--- config.mk ---
export PLATFORM = sky130hd
export DESIGN_NAME = matrix_feeder_flat
export DESIGN_NICKNAME = d
export VERILOG_FILES = /design/src/rtl/matrix_feeder_if.sv /design/src/rtl/matrix_feeder.sv /design/src/flat_wrapper.sv
export SDC_FILE = /design/constraint.sdc
export NUM_CORES = 1
export LEC_CHECK = 0
export CAP_MARGIN = 10
export CORE_ASPECT_RATIO = 0.8
export CORE_MARGIN = 8
export CORE_UTILIZATION = 40
export CTS_BUF_LIST = sky130_fd_sc_hd__clkbuf_16
export CTS_CLUSTER_DIAMETER = 30
export DETAILED_ROUTE_END_ITERATION = 12
export PLACE_DENSITY = 0.75
export SYNTH_ARGS = -nofsm -noshare
export SYNTH_HDL_FRONTEND = slang
export SYNTH_SLANG_ARGS = --single-unit
--- constraint.sdc ---
create_clock -name clk -period 2.7 [get_ports clk]
set_clock_uncertainty 0.15 [all_clocks]
set_input_delay 0.54 -clock clk [delete_from_list [all_inputs] [get_ports clk]]
set_output_delay 0.54 -clock clk [all_outputs]
set_load 0.05 [all_outputs]
--- src/rtl/matrix_feeder_if.sv ---
// Bus bundle between the matrix feeder, the operand memory read port and the
// systolic array edge. The master side is the feeder itself.
interface matrix_feeder_if #(
  parameter int DATA_WIDTH = 8
);
  logic                    start;
  logic                    stall;
  logic                    busy;
  logic                    done;
  logic [3:0]              read_enable;
  logic [7:0]              read_elem;
  logic [4*DATA_WIDTH-1:0] mem_data;
  logic [4*DATA_WIDTH-1:0] feed_data;
  logic [3:0]              feed_valid;

  modport master (
    input  start,
    input  stall,
    input  mem_data,
    output busy,
    output done,
    output read_enable,
    output read_elem,
    output feed_data,
    output feed_valid
  );

  modport slave (
    output start,
    output stall,
    output mem_data,
    input  busy,
    input  done,
    input  read_enable,
    input  read_elem,
    input  feed_data,
    input  feed_valid
  );
endinterface

--- src/rtl/matrix_feeder.sv ---
// Read-side sequencer for the 4x4 operand memory. Issues a diagonally skewed
// read wavefront (lane l starts l cycles after lane 0), registers the returned
// column data into per-lane feed registers and honours a downstream stall.
module matrix_feeder #(
  parameter int DATA_WIDTH = 8
) (
  input logic              clk,
  input logic              rst,
  matrix_feeder_if.master  bus
);

  typedef enum logic [1:0] {
    IDLE  = 2'd0,
    RUN   = 2'd1,
    DRAIN = 2'd2
  } state_t;

  localparam int FW = 4 * DATA_WIDTH;

  state_t          state_r, state_s;
  logic [2:0]      t_r, t_s;
  logic [3:0]      read_enable_r, read_enable_s;
  logic [7:0]      read_elem_r, read_elem_s;
  logic [FW-1:0]   feed_data_r, feed_data_s;
  logic [3:0]      feed_valid_r, feed_valid_s;
  logic            done_r, done_s;

  // Read controls for wavefront step t: {enables[3:0], element indices[7:0]}.
  // Lane l is active for l <= t <= l+3 and then reads element t-l.
  function automatic logic [11:0] pattern(input logic [2:0] t);
    logic [3:0] en;
    logic [7:0] elem;
    int         ti;
    ti   = int'(t);
    en   = 4'b0000;
    elem = 8'h00;
    for (int l = 0; l < 4; l++) begin
      if ((ti >= l) && (ti <= l + 3)) begin
        en[l]          = 1'b1;
        elem[2*l +: 2] = 2'(ti - l);
      end else begin
        en[l]          = 1'b0;
        elem[2*l +: 2] = 2'b00;
      end
    end
    return {en, elem};
  endfunction

  // Lane-masked copy of the memory data: disabled lanes are forced to zero so
  // the array never sees stale or undefined read data.
  function automatic logic [FW-1:0] capture(input logic [3:0] en,
                                            input logic [FW-1:0] data);
    logic [FW-1:0] res;
    res = {FW{1'b0}};
    for (int l = 0; l < 4; l++) begin
      if (en[l]) begin
        res[DATA_WIDTH*l +: DATA_WIDTH] = data[DATA_WIDTH*l +: DATA_WIDTH];
      end else begin
        res[DATA_WIDTH*l +: DATA_WIDTH] = {DATA_WIDTH{1'b0}};
      end
    end
    return res;
  endfunction

  // Next-state, read-control and capture logic; everything holds on stall.
  always_comb begin
    state_s       = state_r;
    t_s           = t_r;
    read_enable_s = read_enable_r;
    read_elem_s   = read_elem_r;
    feed_data_s   = feed_data_r;
    feed_valid_s  = feed_valid_r;
    done_s        = 1'b0;

    case (state_r)
      IDLE: begin
        read_enable_s = 4'b0000;
        read_elem_s   = 8'h00;
        feed_data_s   = {FW{1'b0}};
        feed_valid_s  = 4'b0000;
        if (bus.start) begin
          state_s                      = RUN;
          t_s                          = 3'd0;
          {read_enable_s, read_elem_s} = pattern(3'd0);
        end else begin
          state_s = IDLE;
          t_s     = 3'd0;
        end
      end

      RUN: begin
        if (!bus.stall) begin
          feed_valid_s = read_enable_r;
          feed_data_s  = capture(read_enable_r, bus.mem_data);
          if (t_r < 3'd6) begin
            t_s                          = t_r + 3'd1;
            {read_enable_s, read_elem_s} = pattern(t_r + 3'd1);
          end else begin
            state_s       = DRAIN;
            read_enable_s = 4'b0000;
            read_elem_s   = 8'h00;
          end
        end else begin
          state_s = RUN;
        end
      end

      DRAIN: begin
        if (!bus.stall) begin
          feed_valid_s  = read_enable_r;
          feed_data_s   = capture(read_enable_r, bus.mem_data);
          read_enable_s = 4'b0000;
          read_elem_s   = 8'h00;
          state_s       = IDLE;
          t_s           = 3'd0;
          done_s        = 1'b1;
        end else begin
          state_s = DRAIN;
        end
      end

      default: begin
        state_s       = IDLE;
        t_s           = 3'd0;
        read_enable_s = 4'b0000;
        read_elem_s   = 8'h00;
        feed_data_s   = {FW{1'b0}};
        feed_valid_s  = 4'b0000;
      end
    endcase
  end

  // State and output registers; reset aborts any feed without a done pulse.
  always_ff @(posedge clk or posedge rst) begin
    if (rst) begin
      state_r       <= IDLE;
      t_r           <= 3'd0;
      read_enable_r <= 4'b0000;
      read_elem_r   <= 8'h00;
      feed_data_r   <= {FW{1'b0}};
      feed_valid_r  <= 4'b0000;
      done_r        <= 1'b0;
    end else begin
      state_r       <= state_s;
      t_r           <= t_s;
      read_enable_r <= read_enable_s;
      read_elem_r   <= read_elem_s;
      feed_data_r   <= feed_data_s;
      feed_valid_r  <= feed_valid_s;
      done_r        <= done_s;
    end
  end

  assign bus.busy        = (state_r != IDLE);
  assign bus.done        = done_r;
  assign bus.read_enable = read_enable_r;
  assign bus.read_elem   = read_elem_r;
  assign bus.feed_data   = feed_data_r;
  assign bus.feed_valid  = feed_valid_r;

endmodule

--- src/flat_wrapper.sv ---
// flat-port wrapper written by rule: the top's interface ports become plain ports
module matrix_feeder_flat 
#(
  parameter int DATA_WIDTH = 8
)
  (clk, rst, bus_start, bus_stall, bus_mem_data, bus_busy, bus_done, bus_read_enable, bus_read_elem, bus_feed_data, bus_feed_valid);
  matrix_feeder_if #(.DATA_WIDTH(DATA_WIDTH)) bus_i ();
  input logic clk;
  input logic rst;
  input wire logic [$bits(bus_i.start)-1:0] bus_start;
  input wire logic [$bits(bus_i.stall)-1:0] bus_stall;
  input wire logic [$bits(bus_i.mem_data)-1:0] bus_mem_data;
  output wire logic [$bits(bus_i.busy)-1:0] bus_busy;
  output wire logic [$bits(bus_i.done)-1:0] bus_done;
  output wire logic [$bits(bus_i.read_enable)-1:0] bus_read_enable;
  output wire logic [$bits(bus_i.read_elem)-1:0] bus_read_elem;
  output wire logic [$bits(bus_i.feed_data)-1:0] bus_feed_data;
  output wire logic [$bits(bus_i.feed_valid)-1:0] bus_feed_valid;
  assign bus_i.start = bus_start;
  assign bus_i.stall = bus_stall;
  assign bus_i.mem_data = bus_mem_data;
  assign bus_busy = bus_i.busy;
  assign bus_done = bus_i.done;
  assign bus_read_enable = bus_i.read_enable;
  assign bus_read_elem = bus_i.read_elem;
  assign bus_feed_data = bus_i.feed_data;
  assign bus_feed_valid = bus_i.feed_valid;
  matrix_feeder #(.DATA_WIDTH(DATA_WIDTH)) u_core (.clk(clk), .rst(rst), .bus(bus_i));
endmodule
==> metrics.cfg, run 1 <==
[critical_path]
crit_path_top_delay_cell=clkdlybuf4s50_1
crit_path_max_fanout=4
critPathBufInv=3
cp.arrival_ps=1860
startpoint_type=flip-flop
crit_path_frequent_cell=inv_1
crit_cells=4
r2r_cells=5
worstSetupEndpointType=output pin
cp_slowest_stage_delay_ps=800
path_cells=inv_1 -> ha_1 -> inv_1 -> clkdlybuf4s50_1
required_ps=2010
crit_type=reg2out
crit_family=buffers and inverters

[route]
drt_iter0_markers=82
wl_per_cell_um=15.9
first_pass_iters=5
routed_wl_um=6460
postRouteAntennaNets=0
drc=0
vias_per_cell=4.97
dr_total_vias=2021

[yosys]
synth_top_area_share_pct=54.2
synth-xor-area-share_pct=0.652
async_reset_ff_share_pct=100
yosys.area_share.simple_pct=18.2
synth.area.mux_share_pct=0.401
yosys_most_used_dff=dfrtp_1
ys_ff_latch=54
synth_compound_area_share_pct=18.1
synth_area_leaders=dfrtp_1, nor2b_1, a22oi_1
synth_top_family_by_area=simple AND/OR/NAND/NOR gates
synthAdderAreaFrac_pct=4.01
synth_warnings=0
synth_edf_count=0
synth_area_um2=2490
yosysSeqAreaShare_pct=54.2
netlist_instances=242
syn-num-nets=286
synth.distinct_cells=38
synth_area_leader_cell=dfrtp_1
syn_avg_cell_area_um2=10.3

[grt]
grt_max_degree=37
grt_first_pass_wirelength_um=10700
track_usage_pct=14.2
grt_pass1_vias=2126
grt-ovfl-total=0
antenna_found_initial=0

[clocking]
cts_resized=0
path_clk_slew_ps=70
clk_latency_ps=290
h-tree-depth=2
cts.sinks=54
cts_buffers=5
post_cts_buffers=0
cts_root_buffer=clkbuf_16
cts.path.max_buffers=2
cts_tree=built
ctsHoldBuffers=0

[power]
p_seq_share_pct=35.1
p_per_area_nw_per_um2=845
internal_power_mw=1.77
ir_drop_mv=0.459
p_sw_mw=1.24
leakage_nw=1.52
pwr-share-comb_pct=43.8
p_sw_share_pct=41.3
clkPwrFrac_pct=21.2

[die]
core_area_um2=5970
initial_utilization_pct=41.8
fp.dieH_um=86.6
dieArea_um2=9040
num_io_pins=86
die-width_um=104
num_rows=25

[cells_and_area]
nets=369
final_common_cell=clkdlybuf4s50_1
n_fill_cell=532
antenna_cells=0
most-common-layout-cells=clkdlybuf4s50_1, dfrtp_1, nand2_1
syn2layout_area_growth_pct=42.8
layout-drive-gt1-share_pct=6.44

[sta]
setup_viol=0
grt_setup_unrepaired=false
slew_headroom_pct=58.0
fin_crit_ps=2550
drv_slew=0
fin_setup_tns_ps=0
fmax_ghz=0.392
setup_slack_ps=147
post-route-period-util_pct=94.5
finalHoldViolCount=0
worstMarginPinSlew_ps=629

[place]
gp_congestion=0.805
io_buffers=85
dp_hpwl_um=4830
pre_cts_slack_ps=456

[worst_hold_path]
hp-class=reg2reg
holdPathStages=2

[flow_run]
cap_violations=0

[outcome]
outcome=complete, no violations

-- stage by stage --
step / instance area (um^2) / utilization [%] / cells / hold WS, ps / power (mW)
after floorplan: 2490 / - / 242 / 355 / 1.94
after global placement: 3420 / 57.2 / 399 / 327 / 2.37
after detailed placement: 3420 / 57.2 / 399 / 333 / 2.40
after CTS: 3560 / 59.6 / 407 / 349 / 3.04
after global routing: 3560 / 59.6 / 407 / 376 / 3.18
final: 3560 / 59.6 / 407 / 340 / 3.01
-- state kept, by name, summed over array words and instances (netlist names) --
signal,flops
u_core.bus.done,1
u_core.bus.feed_data,32
u_core.bus.feed_valid,4
u_core.bus.read_elem,8
u_core.bus.read_enable,4
u_core.state_r,2
u_core.t_r,3
-- final timing paths --
kind | slack, ps | endpoint | start
worst max-delay path | 150 | bus_busy | u_core.state_r[0]
worst min-delay path | 340 | u_core.bus.read_elem[0] | u_core.bus.read_elem[0]
worst max register to register | 590 | u_core.bus.read_elem[6] | u_core.t_r[0]
worst min register to register | 340 | u_core.bus.read_elem[0] | u_core.bus.read_elem[0]
max in group asynchronous | 1340 | u_core.bus.feed_data[2] | rst
min in group asynchronous | 440 | u_core.bus.feed_data[28] | rst
-- cell usage after synthesis, types with 2 or more instances --
| cell | count |
|---|---|
| clkbuf_1 | 11 |
| buf_2 | 2 |
| o21ai_0 | 17 |
| a21oi_1 | 8 |
| inv_1 | 11 |
| a22o_1 | 5 |
| and2_1 | 11 |
| nand2b_1 | 2 |
| nor2_1 | 3 |
| a22oi_1 | 23 |
| nor2b_1 | 30 |
| dfrtp_1 | 54 |
| ha_1 | 8 |
| nand2_1 | 32 |
| o31ai_1 | 2 |
-- routing by layer --
metal | vias up | wire length, um | track usage (%)
met1 | 966 | 3050 | 18.3
met4 | 0 | 19 | 2.88
met3 | 4 | 434 | 5.26
li1 | 989 | - | -
met5 | - | 0 | 0
met2 | 62 | 2960 | 22.5
-- area by class of cell --
cell class | instances | area (um^2) | share of cell area [%]
clock buffer | 5 | 125 | 3.51
inverter | 11 | 41.3 | 1.16
sequential | 54 | 1350 | 37.9
multi-input combinational | 162 | 1030 | 29.0
tap | 81 | 101 | 2.85
timing repair buffer | 91 | 891 | 25.0
clock inverter | 3 | 20.0 | 0.562
-- power by group through the flow --
stage / logic (mW) / clock network [mW] / registers, mW
6_report: 1.32 / 0.637 / 1.05
5_1_grt: 1.41 / 0.687 / 1.08
4_1_cts: 1.33 / 0.648 / 1.06
3_5_place_dp: 1.33 / 0 / 1.07
3_3_place_gp: 1.30 / 0 / 1.07
2_1_floorplan: 0.547 / 0 / 1.40
-- kinds of logic after synthesis --
group | after synthesis
compound gates | 66
xor+xnor | 1
fa+ha+maj | 8
buf+inv | 26
flops | 54
mux | 1
simple gates | 86
-- worst register-to-register path, stage by stage, from the launching register on --
cell and delay (ps):
dfrtp_1 520, inv_1 160, ha_1 410, and2b_1 210, o311a_2 360, a22o_1 190
(Power assumes the default switching activity.)
==> inputs of run 2 (changes only) <==
- CAP_MARGIN: 10 -> 15
- CORE_UTILIZATION: 40 -> 45
- PLACE_DENSITY: 0.75 -> 0.83
==> run 2 against run 1 <==
Die area shrank 9.3%. Non-clock buffer count fell by 2. Worst setup slack got worse by 15 ps. Via count increased by 2.9%. Register-to-register slack got worse by 70 ps. Maximum frequency down 0.59%. First-iteration DRC count is 2.4% higher. Wire length grew 2.8%. Critical path type unchanged. Utilization increased by 6.7 points.
==> metrics.cfg, run 2 (synthesized netlist as in run 1, its figures left out) <==
[critical_path]
worstSetupEndpointType=output pin
crit_path_max_fanout=4  ; unchanged
timing.rr.start=u_core.t_r[0]
cp.arrival_ps=1880  ; +20 ps
startpoint_type=flip-flop
required_ps=2010  ; about the same
startpoint=u_core.state_r[0]
crit_type=reg2out

[power]
ir_drop_mv=0.585  ; +27%
leakage_nw=1.54  ; +1.2%
p_per_area_nw_per_um2=892  ; +5.6%

[place]
gp_congestion=0.848  ; +5.4%
dp_hpwl_um=4730  ; -2.1%
io_buffers=85  ; unchanged

[die]
fp.dieH_um=82.6  ; -4.7%
core_area_um2=5410  ; -9.5%
die-width_um=99.3  ; -4.8%
initial_utilization_pct=46.2  ; +4.4 points
num_rows=24  ; -4.0%
num_io_pins=86  ; unchanged
dieArea_um2=8200  ; -9.3%

[cells_and_area]
largest_reg_flops=32  ; unchanged
layout-drive-gt1-share_pct=5.86  ; -0.58 points
antenna_cells=0  ; unchanged
most-common-layout-cells=clkdlybuf4s50_1, dfrtp_1, nand2_1
n_fill_cell=440  ; -17%
syn2layout_area_growth_pct=43.6
final_common_cell=clkdlybuf4s50_1
nets=367  ; -0.54%

[flow_run]
cap_violations=0  ; unchanged

[route]
postRouteAntennaNets=0  ; unchanged
wl_per_cell_um=17.1  ; +7.6%
dr_total_vias=2079  ; +2.9%
drt_iter0_markers=84  ; +2.4%
routed_wl_um=6640  ; +2.8%
first_pass_iters=4  ; -1
drc=0  ; unchanged
vias_per_cell=5.34  ; +7.6%

[grt]
grt_first_pass_wirelength_um=10800  ; +1.6%
grt_pass1_vias=2125  ; -0.047%
track_usage_pct=16.6  ; +2.4 points
grtUsageMet3_pct=6.28  ; +1.0 points
grtUsageMet2_pct=26.4  ; +3.9 points
antenna_found_initial=0  ; unchanged
grt.met1_usage_pct=20.5  ; +2.3 points
grt-ovfl-total=0  ; unchanged
grt-busiest-layer=met2
grt_max_degree=55  ; +49%

[worst_hold_path]
hp-class=reg2reg
min_from=u_core.bus.read_elem[0]

[clocking]
cts.path.max_buffers=2  ; unchanged
cts_resized=0  ; unchanged
cts_root_buffer=clkbuf_16
post_cts_buffers=0  ; unchanged
clk_latency_ps=290  ; about the same
ctsHoldBuffers=0  ; unchanged
path_clk_slew_ps=70  ; about the same
cts_tree=built
cts_buffers=5  ; unchanged
h-tree-depth=2  ; unchanged
cts.sinks=54  ; unchanged

[sta]
grt_setup_unrepaired=false
finalHoldViolCount=0  ; unchanged
fmax_ghz=0.389  ; -0.59%
setup_viol=0  ; unchanged
drv_slew=0  ; unchanged
fin_crit_ps=2570  ; +15.3 ps
worstMarginPinSlew_ps=930  ; +302 ps
fin_setup_tns_ps=0  ; unchanged
post-route-period-util_pct=95.1  ; +0.57 points
slew_headroom_pct=38.0  ; -20 points
holdWs_ps=328  ; -11.5 ps

[outcome]
outcome=complete, no violations

-- run 2: worst max-delay path, cell delays in order (launching register included) --
cell and delay (ps):
dfrtp_1 410, inv_1 90, ha_1 230, inv_1 60, clkdlybuf4s50_1 800
-- run 2: per-stage QoR --
stage          instances  cell area, um^2  power [mW]  setup WS, ps  util [%]
3_3_place_gp         381             3390        2.36           513      62.8
4_1_cts              389             3580        3.22           131      66.3
2_1_floorplan        242             2490        1.94           695         -
5_1_grt              389             3580        3.35          81.3      66.3
3_5_place_dp         381             3390        2.39           451      62.8
6_report             389             3580        3.20           132      66.3
-- run 2: layer usage --
| metal | share of wire [%] | routed length, um |
|---|---|---|
| met5 | 0 | 0 |
| met3 | 7.5 | 498 |
| met1 | 45 | 3010 |
| met4 | 1.6 | 104 |
| met2 | 46 | 3020 |
-- run 2: final cells by class --
class                   count  area, um^2  area share (%)
flip-flops and latches     54        1350            37.7
multi-input cells         162        1030            28.8
repair buffers             89         888            24.8
clock buffers               5         125            3.49
well taps                  65        81.3            2.27
clock inverters             3        63.8            1.78
inverters                  11        41.3            1.15
-- run 2: path summary, 6_finish.rpt --
path,endpoint,slack [ps],cells past startpoint
worst max-delay path,bus_busy,130,4
worst min-delay path,u_core.bus.read_elem[0],330,2
worst max register to register,u_core.bus.read_elem[7],520,5
worst min register to register,u_core.bus.read_elem[0],330,2
max in group asynchronous,u_core.bus.feed_data[21],1690,3
min in group asynchronous,u_core.bus.feed_data[11],470,3
-- run 2: power breakdown --
group / leakage, nW / total, mW / switching (mW) / internal [mW]
combinational: 0.704 / 1.32 / 0.832 / 0.492
clock: 0.0915 / 0.811 / 0.283 / 0.528
sequential: 0.741 / 1.06 / 0.131 / 0.930
==> edit 1 (config.mk and constraints of run 1) <==
The 3 states of `state_t` get a one-hot encoding in 3 bits.
--- a/src/rtl/matrix_feeder.sv
+++ b/src/rtl/matrix_feeder.sv
@@ -10,8 +10,8 @@
 );
 
-  typedef enum logic [1:0] {
-    IDLE  = 2'd0,
-    RUN   = 2'd1,
-    DRAIN = 2'd2
+  typedef enum logic [2:0] {
+    IDLE  = 3'b001,
+    RUN   = 3'b010,
+    DRAIN = 3'b100
   } state_t;
 
Check against the original RTL: same outputs for any inputs over 10 cycles, from zero or initial values and one cycle with rst high; not proved beyond that.
==> edit 1 against run 1 <==
Sequential cell count increased by 1; cell area decreased by 3.3%; routed wire length decreased by 0.17%; synthesized area decreased by 3.4%; sequential share of layout area increased by 2.0 points; setup slack improved by 30 ps; critical path type unchanged; highest routed layer is now met3.
Power is not compared: it rests on default switching activity, and its combinational part moved more than twofold at a synthesized area within 25%.
==> edit 1: results (changes against run 1) <==
----------------------------------------------------
[Logic synthesis]
  Post-synthesis mux area share ... 0% (was 0.4012%)
  Syn nets ... 234 (was 286)
  Cell types with the largest area share after synthesis ... dfrtp_1, a22o_1, buf_6 (was dfrtp_1, nor2b_1, a22oi_1)
  Part of the Yosys area used for sequential elements ... 57.17% (was 54.16%)
  Count of distinct cell types in the synthesized netlist ... 45 (was 38)
  Compound-cell area share of the yosys netlist ... 22.85% (was 18.10%)
  Share of async-settable or async-resettable flops after synthesis ... 100.0% (unchanged)
  Adder and majority gate portion of the synthesized area ... 2.077% (was 4.012%)
  Primary FF master, synth ... dfrtp_1 (unchanged)
  List of most frequent post-synthesis cells ... dfrtp_1, a22o_1, nand3_1, o31ai_1, buf_6 (was dfrtp_1, nand2_1, nor2b_1, a22oi_1, o21ai_0)
  Synth Area in XOR/XNOR ... 1.402% (was 0.6520%)

[Status]
  Outcome ... complete, no violations (unchanged)

[Final layout]
  Net count reported at finish ... 315 (was 369)
  Diodes inserted ... 0 (unchanged)
  Layout cell share with drive strength beyond 1 ... 6.545% (was 6.442%)

[Critical path]
  CP max stage delay ... 820 ps (was 800 ps)
  CP max-delay cell ... clkdlybuf4s50_1 (unchanged)
  Critical Path Fanout Max ... 7 (was 4)
  Kind of cell with the highest combined delay on the critical path ... buffers and inverters (unchanged)
  Launching point of the worst reg2reg path ... u_core.t_r[1]$_DFFE_PP0P_ (was u_core.t_r[0]$_DFFE_PP0P_)
  CP Launch Point ... u_core.state_r[1]$_DFFE_PP0P_ (was u_core.state_r[0]$_DFFE_PP0P_)

[Global route]
  Overall global routing resource usage ... 14.71% (was 14.24%)
  Initial antenna violation count ... 0 (unchanged)
  Largest net degree at the start of global routing ... 56 (was 37)
  Global-route wire length before repair ... 10320 um (was 10660 um)

[Worst hold path]
  Beginning of the worst hold path ... u_core.bus.feed_valid[1]$_DFFE_PP0P_ (was u_core.bus.read_elem[0]$_DFFE_PP0P_)
  Type of the tightest min-delay check ... reg2reg (unchanged)

[Detailed routing]
  Routed wire length per instance ... 18.11 um (was 15.87 um)
  Total via count in the routed design ... 1902 (was 2021)
  Count of TritonRoute iterations in the first routing pass ... 4 (was 5)
  Starting DRC count in detailed routing ... 97 (was 82)

[Clock tree]
  Total number of H-tree levels ... 2 (unchanged)
  Maximum clock insertion buffer count ... 2 (unchanged)
  Clk Latency, worst-skew pair ... 290 ps (about the same)
  Quantity of gates resized following cts ... 0 (unchanged)

[Timing]
  Final hold violation count ... 0 (unchanged)
  Headroom to the max-slew limit ... 60.26% (was 58.01%)

[Place]
  Final weighted congestion in routability-driven placement ... 0.8179 (was 0.8050)
  Setup WS pre-CTS ... 367.3 ps (was 455.8 ps)
  Standard cell area after detailed placement ... 0.003307 sq mm (was 0.003417 sq mm)
  Port-buffer cells ... 85 (unchanged)
  Detailed Place HPWL ... 4699 um (was 4833 um)

[Power]
  Highest ir drop seen on vdd ... 0.0005328 V

----------------------------------------------------
## edit 1: area by class of cell
type,count,area [sq um]
Clock buffer,5,125.1
Clock inverter,2,13.76
Fill cell,512,2435
Inverter,4,15.01
Multi-Input combinational cell,119,899.6
Sequential cell,55,1378
Tap cell,81,101.3
Timing Repair Buffer,90,913.4
## edit 1: metrics by stage
stage,std cells,hold WS [ps],util [%]
2_1_floorplan,194,371.3,-
3_3_place_gp,349,307.8,56.23
3_5_place_dp,349,314.9,56.23
4_1_cts,356,330.9,58.60
5_1_grt,356,340.7,58.60
6_report,356,325.6,58.60
## edit 1: final timing paths
kind,endpoint,slack [ps],depth (start not counted)
setup reg to reg,u_core.bus.read_elem[7]$_DFFE_PP0P_,710,5
max in group asynchronous,u_core.state_r[0]$_DFFE_PP1P_,1610,3
min in group asynchronous,u_core.bus.feed_data[28]$_DFFE_PP0P_,470,3
hold / removal,u_core.bus.feed_valid[1]$_DFFE_PP0P_,330,1
setup / recovery,bus_busy,180,3
hold reg to reg,u_core.bus.feed_valid[1]$_DFFE_PP0P_,330,1
## edit 1: kinds of logic after synthesis
logic type	after synthesis
buf+inv	20
fa+ha+maj	4
simple gates	45
xor+xnor	3
flops	55
compound gates	67
## edit 1: report_power, final
| part | switching, W | internal (W) | total (W) |
|---|---|---|---|
| combinational | 0.000351 | 0.000207 | 0.000557 |
| clock | 0.000284 | 0.000339 | 0.000624 |
| sequential | 0.0000519 | 0.000868 | 0.000920 |
## edit 1: worst reg2reg max path, delay by kind of cell (launching register included)
| kind | cells | cell delay, ps |
|---|---|---|
| buf+inv | 1 | 130 |
| flops | 1 | 510 |
| simple gates | 2 | 530 |
| compound gates | 1 | 150 |
| fa+ha+maj | 1 | 400 |
## edit 1: metal layers
metal / vias to the layer above / GRT usage (%) / share of wire [%]
met2: 83 / 21.91 / 44
met1: 929 / 21.00 / 48
li1: 890 / - / -
met4: 0 / 1.573 / 0
met5: - / 0 / 0
met3: 0 / 4.497 / 8.4
==> edit 2 (flow settings as in run 1) <==
Without the edit above. `DATA_WIDTH` is set to 8 in 3 places; all go to 9.
--- a/src/rtl/matrix_feeder_if.sv
+++ b/src/rtl/matrix_feeder_if.sv
@@ -2,5 +2,5 @@
 // systolic array edge. The master side is the feeder itself.
 interface matrix_feeder_if #(
-  parameter int DATA_WIDTH = 8
+  parameter int DATA_WIDTH = 9
 );
   logic                    start;
--- a/src/rtl/matrix_feeder.sv
+++ b/src/rtl/matrix_feeder.sv
@@ -3,5 +3,5 @@
 // column data into per-lane feed registers and honours a downstream stall.
 module matrix_feeder #(
-  parameter int DATA_WIDTH = 8
+  parameter int DATA_WIDTH = 9
 ) (
   input logic              clk,
--- a/src/flat_wrapper.sv
+++ b/src/flat_wrapper.sv
@@ -2,5 +2,5 @@
 module matrix_feeder_flat 
 #(
-  parameter int DATA_WIDTH = 8
+  parameter int DATA_WIDTH = 9
 )
   (clk, rst, bus_start, bus_stall, bus_mem_data, bus_busy, bus_done, bus_read_enable, bus_read_elem, bus_feed_data, bus_feed_valid);
Interface: changed (resized bus_feed_data and bus_mem_data); port bits go from 86 to 94. The function was not compared with the original's and may differ.
==> edit 2 against run 1 <==
Setup slack worse by 12 ps; critical path depth unchanged; sequential cell count grew 4; cell area increased by 3.5%; routed wire length increased by 3.1%; die area fell by 2.8%; synthesized cell count shrank 21%; synthesized area shrank 3.4%; register-to-register slack better by 40 ps; power is 14% higher; sequential power grew 5%; core utilization up 3.1 points; critical path type unchanged; critical endpoint unchanged; largest cell class unchanged.
==> edit 2: results (changes against run 1) <==
----------------------------------------------------
[Clock tree]
  Total CTS buffers ... 9 (was 5)
  Maximum clock insertion buffer count ... 2 (unchanged)
  Clk Latency, worst-skew pair ... 320 ps (was 290 ps)
  Quantity of gates resized following cts ... 0 (unchanged)
  Clock root buffer ... clkbuf_16 (unchanged)
  Clock transition time at the flip-flop clock pins of the worst setup and hold paths ... 50 ps (was 70 ps)
  Total number of H-tree levels ... 3 (was 2)
  Setup fix buffers added after clock tree synthesis ... 0 (unchanged)

[Worst hold path]
  Cell count of the worst hold path ... 1 (was 2)
  Type of the tightest min-delay check ... reg2reg (unchanged)

[Logic synthesis]
  Syn nets ... 238 (was 286)
  Count of yosys warnings during synthesis ... 0 (unchanged)
  Cell types with the largest area share after synthesis ... dfrtp_1, a22o_1, ha_1 (was dfrtp_1, nor2b_1, a22oi_1)
  Adder and majority gate portion of the synthesized area ... 4.154% (was 4.012%)
  Post-synthesis mux area share ... 0% (was 0.4012%)
  Compound-cell area share of the yosys netlist ... 24.25% (was 18.10%)
  Count of distinct cell types in the synthesized netlist ... 34 (was 38)
  Synthesized instance count ... 190 (was 242)
  Count of flip-flops with a built-in enable after synthesis ... 0 (unchanged)
  Part of the Yosys area used for sequential elements ... 60.23% (was 54.16%)
  Synth Area in XOR/XNOR ... 1.038% (was 0.6520%)
  List of most frequent post-synthesis cells ... dfrtp_1, a22o_1, o21ai_0, inv_1, ha_1 (was dfrtp_1, nand2_1, nor2b_1, a22oi_1, o21ai_0)

[Detailed routing]
  Vias per inst ... 5.146 (was 4.966)
  Total Wirelength ... 6657 um (was 6458 um)
  Count of TritonRoute iterations in the first routing pass ... 4 (was 5)
  Starting DRC count in detailed routing ... 74 (was 82)
  Total via count in the routed design ... 1899 (was 2021)
  DRC violations left ... 0 (unchanged)

[Power]
  Leakage power of the design ... 1.688 nW (was 1.518 nW)
  Highest ir drop seen on vdd ... 0.0005726 V (was 0.0004591 V)

[Final layout]
  Flip-flop count of the largest register, all copies and words added ... 36 (was 32)
  Number of fill cells ... 489 (was 532)
  Net count reported at finish ... 331 (was 369)
  Layout cell share with drive strength beyond 1 ... 7.639% (was 6.442%)

[Timing]
  Max-slew violation total from the final report ... 0 (unchanged)
  Headroom to the max-slew limit ... 64.54% (was 58.01%)

[Place]
  Final weighted congestion in routability-driven placement ... 0.8339 (was 0.8050)
  Placed insts ... 353 (was 399)
  Port-buffer cells ... 93 (was 85)
  Detailed Place HPWL ... 4649 um (was 4833 um)

[Global route]
  Via count of the first global-routing pass ... 1998 (was 2126)
  Global-route wire length before repair ... 10520 um (was 10660 um)
  Initial antenna violation count ... 0 (unchanged)
  Largest net degree at the start of global routing ... 59 (was 37)
  Overall global routing resource usage ... 15.69% (was 14.24%)

[Critical path]
  Critical Path Fanout Max ... 4 (unchanged)
  Worst-case reg-to-reg path depth ... 5 (unchanged)

[Status]
  Outcome ... complete, no violations (unchanged)

----------------------------------------------------
## edit 2: changes by cell type after synthesis, moves of 4 or more
cell             run 1  this run
nor2b_1             30         4
dfrtp_1             54        58
a22oi_1             23         2
buf_2                2         6
a21o_1               0         7
o21ai_0             17        10
and2_1              11         4
clkbuf_1            11         5
a22o_1               5        40
nand2_1             32         6
## edit 2: cells by family after synthesis
group,Yosys count
compound gates,75
buf+inv,22
flops,58
fa+ha+maj,8
xor+xnor,2
simple gates,25
## edit 2: metal layers
layer / part of all wire (%) / track usage [%] / routed length [um]
met3: 10 / 7.114 / 694
met5: 0 / 0 / 0
met1: 44 / 19.33 / 2951
met2: 44 / 23.03 / 2909
met4: 1.5 / 6.815 / 101
## edit 2: area by class of cell
cell class,count,area (sq um),area share (%)
clock buffers,9,225.2,6.110
multi-input cells,110,853.3,23.15
clock inverters,7,62.56,1.697
inverters,9,33.78,0.9165
repair buffers,95,958.4,26.00
flip-flops and latches,58,1451,39.38
well taps,81,101.3,2.749
## edit 2: power breakdown
part | internal [W] | switching (W)
Clock | 0.000702 | 0.000381
Sequential | 0.000999 | 0.000105
Combinational | 0.000435 | 0.000806
## edit 2: critical path: stages, from the launching register on
cell and delay, ps:
dfrtp_1 410, inv_1 80, ha_1 210, inv_1 60, clkdlybuf4s50_1 790
## edit 2: final timing paths
| path | slack, ps | startpoint | to |
|---|---|---|---|
| worst max-delay path | 140 | u_core.state_r[1]$_DFFE_PP0P_ | bus_busy |
| worst min-delay path | 320 | u_core.bus.feed_valid[1]$_DFFE_PP0P_ | u_core.bus.feed_valid[1]$_DFFE_PP0P_ |
| worst max register to register | 630 | u_core.t_r[0]$_DFFE_PP0P_ | u_core.bus.read_elem[7]$_DFFE_PP0P_ |
| worst min register to register | 320 | u_core.bus.feed_valid[1]$_DFFE_PP0P_ | u_core.bus.feed_valid[1]$_DFFE_PP0P_ |
| max in group asynchronous | 1710 | rst | u_core.bus.feed_data[25]$_DFFE_PP0P_ |
| min in group asynchronous | 440 | rst | u_core.bus.feed_data[29]$_DFFE_PP0P_ |
## edit 2: stage by stage
step	cell area [sq um]	utilization [%]	worst slack (ps)	total power [W]
3_3_place_gp	3398	57.79	420.7	0.002348
3_5_place_dp	3398	57.79	409.5	0.002357
2_1_floorplan	2410	-	582.0	0.001932
4_1_cts	3686	62.68	126.4	0.003468
5_1_grt	3686	62.68	64.85	0.003589
6_report	3686	62.68	135.7	0.003429
